--- src/rtl/ccip_intr_pkg.sv ---
// Shared CCI-P header types, interrupt FSM state and queue defaults for the
// user-interrupt responder.
package ccip_intr_pkg;

  localparam int INTR_FIFO_DEPTH    = 16;
  localparam int INTR_ALMFULL_SLACK = 8;

  typedef enum logic [3:0] {
    eREQ_WRLINE_I = 4'h0,
    eREQ_WRLINE_M = 4'h1,
    eREQ_WRPUSH_I = 4'h2,
    eREQ_WRFENCE  = 4'h4,
    eREQ_INTR     = 4'h6
  } t_ccip_c1_req;

  typedef enum logic [3:0] {
    eRSP_WRLINE  = 4'h0,
    eRSP_WRFENCE = 4'h4,
    eRSP_INTR    = 4'h6
  } t_ccip_c1_rsp;

  typedef struct packed {
    logic [5:0]   rsvd2;
    logic [1:0]   vc_sel;
    logic         sop;
    logic         rsvd1;
    logic [1:0]   cl_len;
    t_ccip_c1_req req_type;
    logic [5:0]   rsvd0;
    logic [41:0]  address;
    logic [15:0]  mdata;
  } t_ccip_c1_ReqMemHdr;

  // Same 80-bit footprint as the memory header; req_type sits at the same bits.
  typedef struct packed {
    logic [5:0]   rsvd2;
    logic [1:0]   vc_sel;
    logic [3:0]   rsvd1;
    t_ccip_c1_req req_type;
    logic [61:0]  rsvd0;
    logic [1:0]   id;
  } t_ccip_c1_ReqIntrHdr;

  typedef struct packed {
    logic [7:0]   rsvd1;
    t_ccip_c1_rsp resp_type;
    logic [13:0]  rsvd0;
    logic [1:0]   id;
  } t_ccip_c1_RspIntrHdr;

  typedef enum logic [1:0] {
    IDLE = 2'd0,
    REQ  = 2'd1,
    RSP  = 2'd2
  } t_intr_state;

  typedef logic [1:0] t_intr_id;

  function automatic t_ccip_c1_RspIntrHdr intr_rsp_hdr(input t_intr_id id);
    t_ccip_c1_RspIntrHdr h;
    h           = '0;
    h.resp_type = eRSP_INTR;
    h.id        = id;
    return h;
  endfunction

endpackage

--- src/rtl/ccip_intr_fifo.sv ---
// Synchronous FIFO with fall-through read; a push on full is accepted only
// when a pop frees a slot in the same cycle.
module ccip_intr_fifo #(
  parameter int  DEPTH = 16,
  parameter int  WIDTH = 2,
  localparam int AW    = $clog2(DEPTH),
  localparam int CW    = AW + 1
) (
  input  logic             clk,
  input  logic             rst_n,
  input  logic             push,
  input  logic [WIDTH-1:0] din,
  input  logic             pop,
  output logic [WIDTH-1:0] dout,
  output logic [CW-1:0]    count,
  output logic             full,
  output logic             empty
);

  logic [WIDTH-1:0] mem [DEPTH];
  logic [AW-1:0]    wr_ptr;
  logic [AW-1:0]    rd_ptr;
  logic             wr;
  logic             rd;

  assign full  = (count == CW'(DEPTH));
  assign empty = (count == '0);
  assign rd    = pop && !empty;
  assign wr    = push && (!full || rd);
  assign dout  = mem[rd_ptr];

  always_ff @(posedge clk or negedge rst_n) begin
    if (!rst_n) begin
      wr_ptr <= '0;
      rd_ptr <= '0;
      count  <= '0;
    end else begin
      if (wr) wr_ptr <= wr_ptr + 1'b1;
      if (rd) rd_ptr <= rd_ptr + 1'b1;
      case ({wr, rd})
        2'b10:   count <= count + 1'b1;
        2'b01:   count <= count - 1'b1;
        default: count <= count;
      endcase
    end
  end

  // Storage needs no reset; only the pointers define validity.
  always_ff @(posedge clk) begin
    if (wr) mem[wr_ptr] <= din;
  end

endmodule

--- src/rtl/ccip_intr_responder.sv ---
// Snoops AFU c1 Tx for interrupt requests, raises one MSI-X request per queued
// ID and returns an eRSP_INTR response on c1 Rx, strictly one in flight.
module ccip_intr_responder
  import ccip_intr_pkg::*;
#(
  parameter int FIFO_DEPTH    = INTR_FIFO_DEPTH,
  parameter int ALMFULL_SLACK = INTR_ALMFULL_SLACK,
  parameter int VEC_W         = 8,
  parameter int VEC_BASE      = 0
) (
  input  logic                Clk_400,
  input  logic                SoftReset_n,
  input  logic                af2cp_c1_valid,
  input  t_ccip_c1_ReqMemHdr  af2cp_c1_hdr,
  output logic                c1TxAlmFull,
  output logic                msix_req,
  output logic [VEC_W-1:0]    msix_vector,
  input  logic                msix_ack,
  input  logic                rsp_stall,
  output logic                cp2af_c1_rspValid,
  output t_ccip_c1_RspIntrHdr cp2af_c1_hdr,
  output logic [31:0]         intr_cnt,
  output logic                ovf_err
);

  localparam int CW = $clog2(FIFO_DEPTH) + 1;
  localparam logic [VEC_W-1:0] VEC_BASE_V = VEC_W'(VEC_BASE);

  t_ccip_c1_ReqIntrHdr intr_hdr;
  logic                push;
  logic                pop;
  t_intr_id            fifo_dout;
  logic [CW-1:0]       fifo_count;
  logic                fifo_full;
  logic                fifo_empty;
  t_intr_state         state;
  t_intr_id            cur_id;
  logic                unused_hdr_bits;

  assign intr_hdr        = t_ccip_c1_ReqIntrHdr'(af2cp_c1_hdr);
  assign push            = af2cp_c1_valid && (intr_hdr.req_type == eREQ_INTR);
  assign pop             = (state == IDLE) && !fifo_empty;
  assign unused_hdr_bits = ^{intr_hdr.rsvd2, intr_hdr.vc_sel, intr_hdr.rsvd1, intr_hdr.rsvd0};

  ccip_intr_fifo #(
    .DEPTH (FIFO_DEPTH),
    .WIDTH ($bits(t_intr_id))
  ) u_fifo (
    .clk   (Clk_400),
    .rst_n (SoftReset_n),
    .push  (push),
    .din   (intr_hdr.id),
    .pop   (pop),
    .dout  (fifo_dout),
    .count (fifo_count),
    .full  (fifo_full),
    .empty (fifo_empty)
  );

  // A push into a full queue is lost unless the FSM pops in the same cycle.
  always_ff @(posedge Clk_400 or negedge SoftReset_n) begin
    if (!SoftReset_n) begin
      c1TxAlmFull <= 1'b0;
      ovf_err     <= 1'b0;
    end else begin
      c1TxAlmFull <= (fifo_count >= CW'(FIFO_DEPTH - ALMFULL_SLACK));
      if (push && fifo_full && !pop) ovf_err <= 1'b1;
    end
  end

  always_ff @(posedge Clk_400 or negedge SoftReset_n) begin
    if (!SoftReset_n) begin
      state             <= IDLE;
      cur_id            <= '0;
      msix_req          <= 1'b0;
      msix_vector       <= '0;
      cp2af_c1_rspValid <= 1'b0;
      cp2af_c1_hdr      <= '0;
      intr_cnt          <= '0;
    end else begin
      cp2af_c1_rspValid <= 1'b0;
      case (state)
        IDLE: begin
          if (!fifo_empty) begin
            cur_id      <= fifo_dout;
            msix_vector <= VEC_BASE_V + VEC_W'(fifo_dout);
            msix_req    <= 1'b1;
            state       <= REQ;
          end
        end
        REQ: begin
          if (msix_ack) begin
            msix_req <= 1'b0;
            state    <= RSP;
          end
        end
        RSP: begin
          if (!rsp_stall) begin
            cp2af_c1_rspValid <= 1'b1;
            cp2af_c1_hdr      <= intr_rsp_hdr(cur_id);
            intr_cnt          <= intr_cnt + 32'd1;
            state             <= IDLE;
          end
        end
        default: begin
          msix_req <= 1'b0;
          state    <= IDLE;
        end
      endcase
    end
  end

endmodule

--- config.mk ---
export PLATFORM = sky130hd
export DESIGN_NAME = ccip_intr_responder
export DESIGN_NICKNAME = d
export VERILOG_FILES = /design/src/rtl/ccip_intr_pkg.sv /design/src/rtl/ccip_intr_fifo.sv /design/src/rtl/ccip_intr_responder.sv
export SDC_FILE = /design/constraint.sdc
export NUM_CORES = 1
export LEC_CHECK = 0
export ABC_AREA = 1
export CELL_PAD_IN_SITES_DETAIL_PLACEMENT = 1
export CELL_PAD_IN_SITES_GLOBAL_PLACEMENT = 2
export CORE_MARGIN = 4
export CORE_UTILIZATION = 24
export DETAILED_ROUTE_END_ITERATION = 8
export PLACE_DENSITY_LB_ADDON = 0.1
export REMOVE_ABC_BUFFERS = 1
export SLEW_MARGIN = 0
export SYNTH_ARGS = -nofsm -noshare
export SYNTH_HDL_FRONTEND = slang
export SYNTH_HIERARCHICAL = 1
export SYNTH_SLANG_ARGS = --single-unit
--- constraint.sdc ---
create_clock -name Clk_400 -period 2.3 [get_ports Clk_400]
set_input_delay 0.23 -clock Clk_400 [delete_from_list [all_inputs] [get_ports Clk_400]]
set_output_delay 0.23 -clock Clk_400 [all_outputs]
set_load 0.01 [all_outputs]
* After elaboration in Yosys (flattened, before gate mapping)
Memory sizes are Yosys's and may differ from the RTL's. A register that Yosys moved wholly into a read port is not among the register bits.
Index checks and enable logic that the tools add are counted.
** Cells by class
- $add $sub $neg :: 5
- Multipliers :: 0
- Div/mod/pow operators :: 0
- Order comparisons :: 1
- Equal/unequal tests :: 9
- Shifts and indexed selects :: 0
- Multiplexer cells :: 12
- Bitwise gates (word level) :: 3
- Reduce and logical (&&, ||, !) cells :: 18
** Operators by type and width (count)
- adder 32 x 1 -> 32 bit, second input constant :: 1
- one-hot mux 5 bit (2 select lines) :: 1
- adder 4 x 1 -> 4 bit, second input constant :: 2
- logical AND 1 bit :: 6
- two-way mux 1 bit :: 6
- two-way mux 2 bit :: 3
- != test 2 bit, second input constant :: 3
- one-hot mux 2 bit (3 select lines) :: 1
- AND reduction 3 bit :: 2
- adder 5 x 1 -> 5 bit, second input constant :: 1
- equality test 5 bit, second input constant :: 1
- greater-or-equal comparator 5 x 4 -> 1 bit, second input constant :: 1
- logical NOT 5 bit :: 1
- subtractor 5 x 1 -> 5 bit, second input constant :: 1
- equality test 2 x 1 -> 1 bit, second input constant :: 2
- equality test 2 bit, second input constant :: 2
- equality test 4 x 3 -> 1 bit, second input constant :: 1
- logical NOT 1 bit :: 4
- AND reduction 2 bit :: 2
- inverter 1 bit :: 3
- one-hot mux 1 bit (3 select lines) :: 1
- logical NOT 2 bit :: 1
- nonzero test 2 bit :: 1
- logical OR 1 bit :: 1
** Storage, ports and cells
- Bits in registers :: 54
- Latch bits :: 0
- Memory bits (writable) :: 32
- Bits in read-only memories :: 0
- Input port bits :: 85
- Output and inout port bits :: 72
- Word-level logic and storage cells :: 60
- Memories :: 1
** Memories
- u_fifo.mem :: words 16, bits a word 2, rd ports 1, clocked after memory_dff 1, write ports 1, line ccip_intr_fifo.sv:20 : logic [WIDTH-1:0] mem [DEPTH];

* Logic depth before layout (Yosys ltp)
Gate-level depths: netlist of the first run.
- Depth in word-level cells :: 8
- Mapped depth :: 16
- Mapped depth without buffers :: 16

* Modules after synthesis
Netlist of the first run, hierarchy kept.
** By module, submodules not included
- ccip_intr_responder :: times used 1, cells an instance 290, area an instance 2451.1 µm², sequential area each 1076.0 µm²
- ccip_intr_fifo :: times used 1, cells an instance 200, area an instance 2158.3 µm², sequential area each 1286.2 µm²

* Worst setup path before layout of the first run
No wires, ideal clock.
- Path type :: input to register
- From :: input af2cp_c1_hdr[64] in the netlist's numbering
- To :: register u_fifo.count[4]
- Library setup time :: 0.113 ns
- Arrival :: 2.117 ns
- Data required time :: 2.187 ns
- Slack :: 0.070 ns
- Stages on the path :: 11
- Buffers on the path :: 0
- Cells stage by stage :: nor4_1 inv_1 nand2_4 inv_1 ha_1 a21oi_1 nand3_1 nand2_1 nand3_1 nand2_1 inv_1
** On the way
- Word-level cells in the longest chain between the ends :: 5
- Elaborated cells between the ends (all ways) :: 7
- Those cells by class :: eq/ne: 3; mux: 1; reduce/logical: 3
** RTL lines
- start, declared :: line ccip_intr_responder.sv:14 : input t_ccip_c1_ReqMemHdr af2cp_c1_hdr,
- equality test 4 x 3 -> 1 bit * :: line ccip_intr_responder.sv:41 : assign push = af2cp_c1_valid && (intr_hdr.req_type == eREQ_INTR);
- logical AND 1 bit * :: line ccip_intr_responder.sv:41
- logical AND 1 bit * :: line ccip_intr_fifo.sv:29 : assign wr = push && (!full || rd);
- equality test 2 x 1 -> 1 bit / equality test 2 bit (equally long branches) :: line ccip_intr_fifo.sv:40 : case ({wr, rd})
- one-hot mux 5 bit (2 select lines) / nonzero test 2 bit (equally long branches)
- end signal, assigned :: line ccip_intr_fifo.sv:41 : 2'b10: count <= count + 1'b1;
- end signal, assigned :: line ccip_intr_fifo.sv:42 : 2'b01: count <= count - 1'b1;
- end signal, assigned :: line ccip_intr_fifo.sv:43 : default: count <= count;
- end, declared :: line ccip_intr_fifo.sv:15 : output logic [CW-1:0] count,
Mark *: on every way between the ends. The rest lies on a longest branch, timed or not.
A chain may end at the register's enable or synchronous reset.

* Worst setup path after layout of the first run
- From :: register u_fifo.count[2]
- To :: register u_fifo.count[4]
** On the way
- Word-level cells in the longest chain between the ends :: 8
- Elaborated cells between the ends (all ways) :: 14
- Those cells by class :: add/sub: 2; eq/ne: 3; mux: 1; reduce/logical: 8
** RTL lines
- logical NOT 5 bit * :: line ccip_intr_fifo.sv:27 : assign empty = (count == '0);
- net fifo_empty :: line ccip_intr_responder.sv:35 : logic fifo_empty;
- logical NOT 1 bit * :: line ccip_intr_responder.sv:42 : assign pop = (state == IDLE) && !fifo_empty;
- logical AND 1 bit * :: line ccip_intr_responder.sv:42
- net pop :: line ccip_intr_responder.sv:31 : logic pop;
- logical AND 1 bit * :: line ccip_intr_fifo.sv:28 : assign rd = pop && !empty;
- logical OR 1 bit :: line ccip_intr_fifo.sv:29
- logical AND 1 bit :: line ccip_intr_fifo.sv:29
- equality test 2 x 1 -> 1 bit / equality test 2 bit (equally long branches) :: line ccip_intr_fifo.sv:40
- one-hot mux 5 bit (2 select lines) / nonzero test 2 bit (equally long branches)
Mark *: on every way through the listed nets, which the timed path passes. The rest lies on a longest branch.

==> flow_summary.yaml, run 1 <==
global_route:
  grt_pass1_vias: 3727
  antenna_found_initial: 0
  grt_pass1_wl_um: 19700
  gr-usage-all-layers: 0.114
  grt_overflow: 0
  grt_max_degree: 57
cells_and_area:
  n_antenna_cell: 0
  nNetsFinal: 665
  final_common_cell: "nand2_1"
  utilization: 0.306
  final_cells: 809
  nFillCells: 2206
  fin_area_um2: 5740
  drive_gt1_frac: 0.139
  layout_common_cells: "94 x nand2_1, 59 x nor2_1, 56 x dfrtp_1"
  area_growth_pct: 24.6
synthesis:
  ys_seq_elements: 88
  post_synth.cell_area_avg_um2: 9.41
  ys_seq_area_frac: 0.512
  synth_area_leaders: "dfrtp_1 30%, edfxtp_1 21%, nand2_1 7.7%, buf_4 5.2%, nor2_1 4.9%"
  ys_types: 39
  synth_top_area_frac: 0.304
  ys.warnings.count: 6
  yosys.area.top_type: "dfrtp_1"
  synth_area_um2: 4610
  syn_inst: 490
route:
  dr_wl_met3_um: 418
  routed.top_layer: "met4"
  dr.pass1.iters: 4
  drt_iter0_drc: 83
  wl_met2_um: 5960
  via_per_inst: 4.16
  drc: 0
  wirelength_um: 11500
  met1Wirelength_um: 5030
  num_vias: 3366
  wl_per_cell_um: 14.2
  drtAntennaViolNets: 0
sta:
  skew_ps: 8.72
  max_slew_margin: 0.615
  period_share: 0.913
  hold_violations: 0
  timing.fmax_ghz: 0.476
  postLayoutSetupSlackWorst_ps: 201
  worst_pin_slew_ps: 576
  setup_viol: 0
  drv_slew: 0
  whs_ps: 423
  min_period_ps: 2100
  setup_tns_ps: 0
  rsz0062_at_grt: "no"
clocking:
  cts_made_buffers: 9
  htreeDepth: 3
  path_clk_slew_ps: 70
  clock-sinks: 88
  cts_tree: "built"
  clk_latency_ps: 350
  clock_path_buffers: 2
  cts-root-buf: "clkbuf_16"
floorplan:
  fp.coreArea_um2: 18800
  initial_utilization: 0.246
  die-area_um2: 21500
  boundaryPins: 157
  die_y_um: 147
  dieWidth_um: 147
  std_cell_rows: 50
setup_path:
  worstPathArrival_ps: 2350
  rrSetupSlack_ps: 200
  crit_required_ps: 2550
  criticalPathCategory: "reg -> reg"
  rr_worst_depth: 16
  rr_startpoint: "u_fifo/count[2]"
  cp_max_fo: 3
  startpoint_type: "register"
  end_kind: "register"
  timing.rr.end: "u_fifo/count[4]"
pwr:
  p_total_mw: 5.64
  vdd_drop_max_mv: 0.489
  powerDensity_nw_per_um2: 982
  p_leak_nw: 2.53
placed_design:
  detailedPlace.worstSlack_ps: -38.0
  placed_cell_area_um2: 5420
  hpwl_um: 8690
  port_buffers: 52
  placed_cells: 788
  routabilityCongestion: 0.741
flow_run:
  maxCapViolations: 0
worst_hold_path:
  hp-class: "in -> async"
outcome:
  status: "complete, no violations"
-- kinds of logic (layout without fill, tap and decap cells) --
kind of cell,Yosys count,count (layout),share of synthesized area
buffers and inverters,89,145,0.0999
XOR/XNOR,32,32,0.0641
flip-flops,88,88,0.512
AND/OR/NAND/NOR,231,231,0.243
AO/OA/AOI/OAI,39,39,0.0513
adder cells (fa/ha/maj),10,10,0.0288
other,1,30,0.000814
-- cells in the mapped netlist (all sizes together) --
library cell,instances
inv,54
fa,1
nor3,6
xor2,18
nand3,32
a31o,1
a21oi,6
xnor2,14
conb,1
edfxtp,32
ha,9
nand4,7
buf,35
nor3b,1
o21ai,23
o211ai,8
nor2,73
nand3b,6
nor4,1
o21bai,1
or2,2
dfrtp,56
nand2,103
-- flip-flops by register name, summed over array words and instances, names as in the netlist --
signal             cells
c1TxAlmFull            1
cp2af_c1_hdr           3
cp2af_c1_rspValid      1
cur_id                 2
intr_cnt              32
msix_req               1
ovf_err                1
state                  2
u_fifo/count           5
u_fifo/mem            32
u_fifo/rd_ptr          4
u_fifo/wr_ptr          4
-- per-layer routing --
layer | global-route usage | vias to the layer above
met2 | 0.202 | 49
met4 | 0.0268 | 0
met3 | 0.0320 | 7
li1 | - | 1680
met5 | 0 | -
met1 | 0.139 | 1630
-- worst max-delay path, cell delays in order, from the launching register on --
cell and delay [ps]:
dfrtp_1 380, nor2_2 70, nand3_2 90, inv_2 40
nor2_2 110, nand2_2 70, inv_2 80, nand2_4 50
buf_4 150, fa_2 360, nand3b_1 190, nand3_1 100
nand2_1 70, nand2_1 80, nand2_1 50, nand2_1 60
inv_1 40
-- cell type report --
| cell class | count | area (µm²) | share of cell area |
|---|---|---|---|
| Sequential cell | 88 | 2360 | 0.411 |
| Multi-Input combinational cell | 342 | 1900 | 0.332 |
| Clock buffer | 10 | 229 | 0.0399 |
| Timing Repair Buffer | 75 | 703 | 0.122 |
| Inverter | 54 | 205 | 0.0357 |
| Clock inverter | 6 | 45.0 | 0.00784 |
| Tap cell | 234 | 293 | 0.0510 |
-- timing repair --
action	in CTS	in global routing
endpoints found under the setup margin	0	1
endpoints found under the hold margin	56	0
hold buffers	1	0
gates resized for setup	0	4
buffers inserted	0	4
-- how the worst max path moves through the flow --
stage | from | end | slack [ps] | depth (start not counted)
after CTS | u_fifo/count[2] | u_fifo/count[4] | 70 | 16
final | u_fifo/count[2] | u_fifo/count[4] | 200 | 16
after detailed placement | af2cp_c1_hdr[65] | u_fifo/count[4] | -40 | 14
after global routing | u_fifo/count[2] | u_fifo/count[4] | 5 | 16
after floorplan | af2cp_c1_hdr[64] | u_fifo/count[4] | 70 | 11
after global placement | af2cp_c1_hdr[65] | u_fifo/count[4] | 30 | 14
-- report_power, final --
part | internal, mW | switching (mW)
sequential | 1.87 | 0.232
combinational | 0.943 | 1.21
clock | 0.737 | 0.652
total | 3.55 | 2.09
(Power assumes the default switching activity.)
==> run 2: changes to the inputs <==
--- a/config.mk
+++ b/config.mk
@@ -12,7 +12,6 @@
 export CORE_UTILIZATION = 24
 export DETAILED_ROUTE_END_ITERATION = 8
 export PLACE_DENSITY_LB_ADDON = 0.1
-export REMOVE_ABC_BUFFERS = 1
 export SLEW_MARGIN = 0
 export SYNTH_ARGS = -nofsm -noshare
 export SYNTH_HDL_FRONTEND = slang
==> run 2 against run 1 <==
- wire length is 0.43% lower
- via count fell by 0.24%
- total power is 1.9% higher
- hold slack improved by 16 ps
==> flow_summary.yaml, run 2 (same netlist as run 1, synthesis figures left out) <==
sta:
  min_period_ps: 2080
  rsz0062_at_grt: "no"
  timing.fmax_ghz: 0.481
  postLayoutSetupSlackWorst_ps: 223
  setup_tns_ps: 0
  worst_pin_slew_ps: 623
  hold_violations: 0
  period_share: 0.903
  setup_viol: 0
  max_slew_margin: 0.583
  skew_ps: 7.22
  drv_slew: 0
placed_design:
  routabilityCongestion: 0.794
  placed_cells: 789
  hpwl_um: 8880
  placed_cell_area_um2: 5410
  port_buffers: 52
  detailedPlace.worstSlack_ps: -51.5
clocking:
  path_clk_slew_ps: 70
  cts_tree: "built"
  htreeDepth: 3
  cts-root-buf: "clkbuf_16"
  clock-sinks: 88
  clock_path_buffers: 2
  cts_made_buffers: 9
  clk_latency_ps: 340
worst_hold_path:
  hp-class: "in -> async"
pwr:
  p_total_mw: 5.74
  powerDensity_nw_per_um2: 999
  vdd_drop_max_mv: 0.568
  p_leak_nw: 2.53
outcome:
  status: "complete, no violations"
global_route:
  grt_max_degree: 26
  gr-usage-all-layers: 0.113
  grt_pass1_vias: 3632
  antenna_found_initial: 0
  grt_overflow: 0
  grt_pass1_wl_um: 19400
cells_and_area:
  nNetsFinal: 663
  final_common_cell: "nand2_1"
  fin_area_um2: 5750
  final_cells: 807
  layout_common_cells: "94 x nand2_1, 59 x nor2_1, 56 x dfrtp_1"
  drive_gt1_frac: 0.131
  n_antenna_cell: 0
  top_regs: "intr_cnt: 32 flops, u_fifo/mem: 32 flops, u_fifo/count: 5 flops"
  area_growth_pct: 24.7
floorplan:
  boundaryPins: 157
  dieWidth_um: 147
  std_cell_rows: 50
  initial_utilization: 0.246
  fp.coreArea_um2: 18800
  die-area_um2: 21500
  die_y_um: 147
route:
  wl_per_cell_um: 14.2
  drtAntennaViolNets: 0
  drt_iter0_drc: 75
  wirelength_um: 11500
  via_per_inst: 4.16
  drc: 0
  dr.pass1.iters: 4
  num_vias: 3358
setup_path:
  end_kind: "register"
  startpoint: "u_fifo/count[2]"
  cp_max_fo: 3
  criticalPathCategory: "reg -> reg"
  worstPathArrival_ps: 2320
  startpoint_type: "register"
  crit_required_ps: 2540
  rr_startpoint: "u_fifo/count[2]"
flow_run:
  maxCapViolations: 0
[run 2: cell type report]
type	count	area, µm²
fillers	2205	13000
flip-flops and latches	88	2360
multi-input cells	342	1900
repair buffers	73	676
well taps	234	293
clock buffers	11	233
inverters	54	205
clock inverters	5	80.1
[run 2: metal layers]
layer	GRT usage	vias to the layer above	share of wire
met5	0	-	0
met4	0.0362	0	0.017
met3	0.0298	13	0.039
met2	0.201	54	0.52
met1	0.133	1626	0.42
li1	-	1665	-
[run 2: power breakdown]
part           leakage, nW  total, mW  switching (mW)  internal [mW]
clock                0.148       1.57           0.617          0.953
combinational         1.39       2.08            1.16          0.918
sequential           0.995       2.10           0.231           1.87
total                 2.53       5.74            2.01           3.74
[run 2: timing repair]
action                                 CTS  global route
buffers inserted                         0             1
endpoints found under the hold margin   23             0
setup endpoints to repair                0             1
resized for setup                        0             2
hold buffers                             1             0
[run 2: worst paths after layout]
| kind | slack (ps) | end | cells past startpoint |
|---|---|---|---|
| worst max-delay path | 220 | u_fifo/count[4] | 16 |
| worst min-delay path | 440 | intr_cnt[8] | 2 |
| worst max register to register | 220 | u_fifo/count[4] | 16 |
| worst min register to register | 460 | ovf_err | 1 |
| max in group asynchronous | 1140 | intr_cnt[11] | 3 |
| min in group Clk_400 | 460 | ovf_err | 1 |
[run 2: per-stage QoR]
| stage | util | hold slack, ps |
|---|---|---|
| after global routing | 0.306 | 489 |
| after detailed placement | 0.288 | 297 |
| after CTS | 0.306 | 470 |
| after global placement | 0.288 | 299 |
| final | 0.306 | 440 |
| after floorplan | - | -65.6 |
[run 2: worst max-delay path, stage by stage (launching register included)]
cell and delay, ps:
dfrtp_1 370, nor2_2 60, nand3_2 90, inv_1 60, nor2_2 140, nand2_2 80
inv_2 70, nand2_4 40, buf_4 150, fa_2 340, nand3b_1 200, nand3_1 100
nand2_1 70, nand2_1 60, nand2_1 50, nand2_1 50, inv_1 30
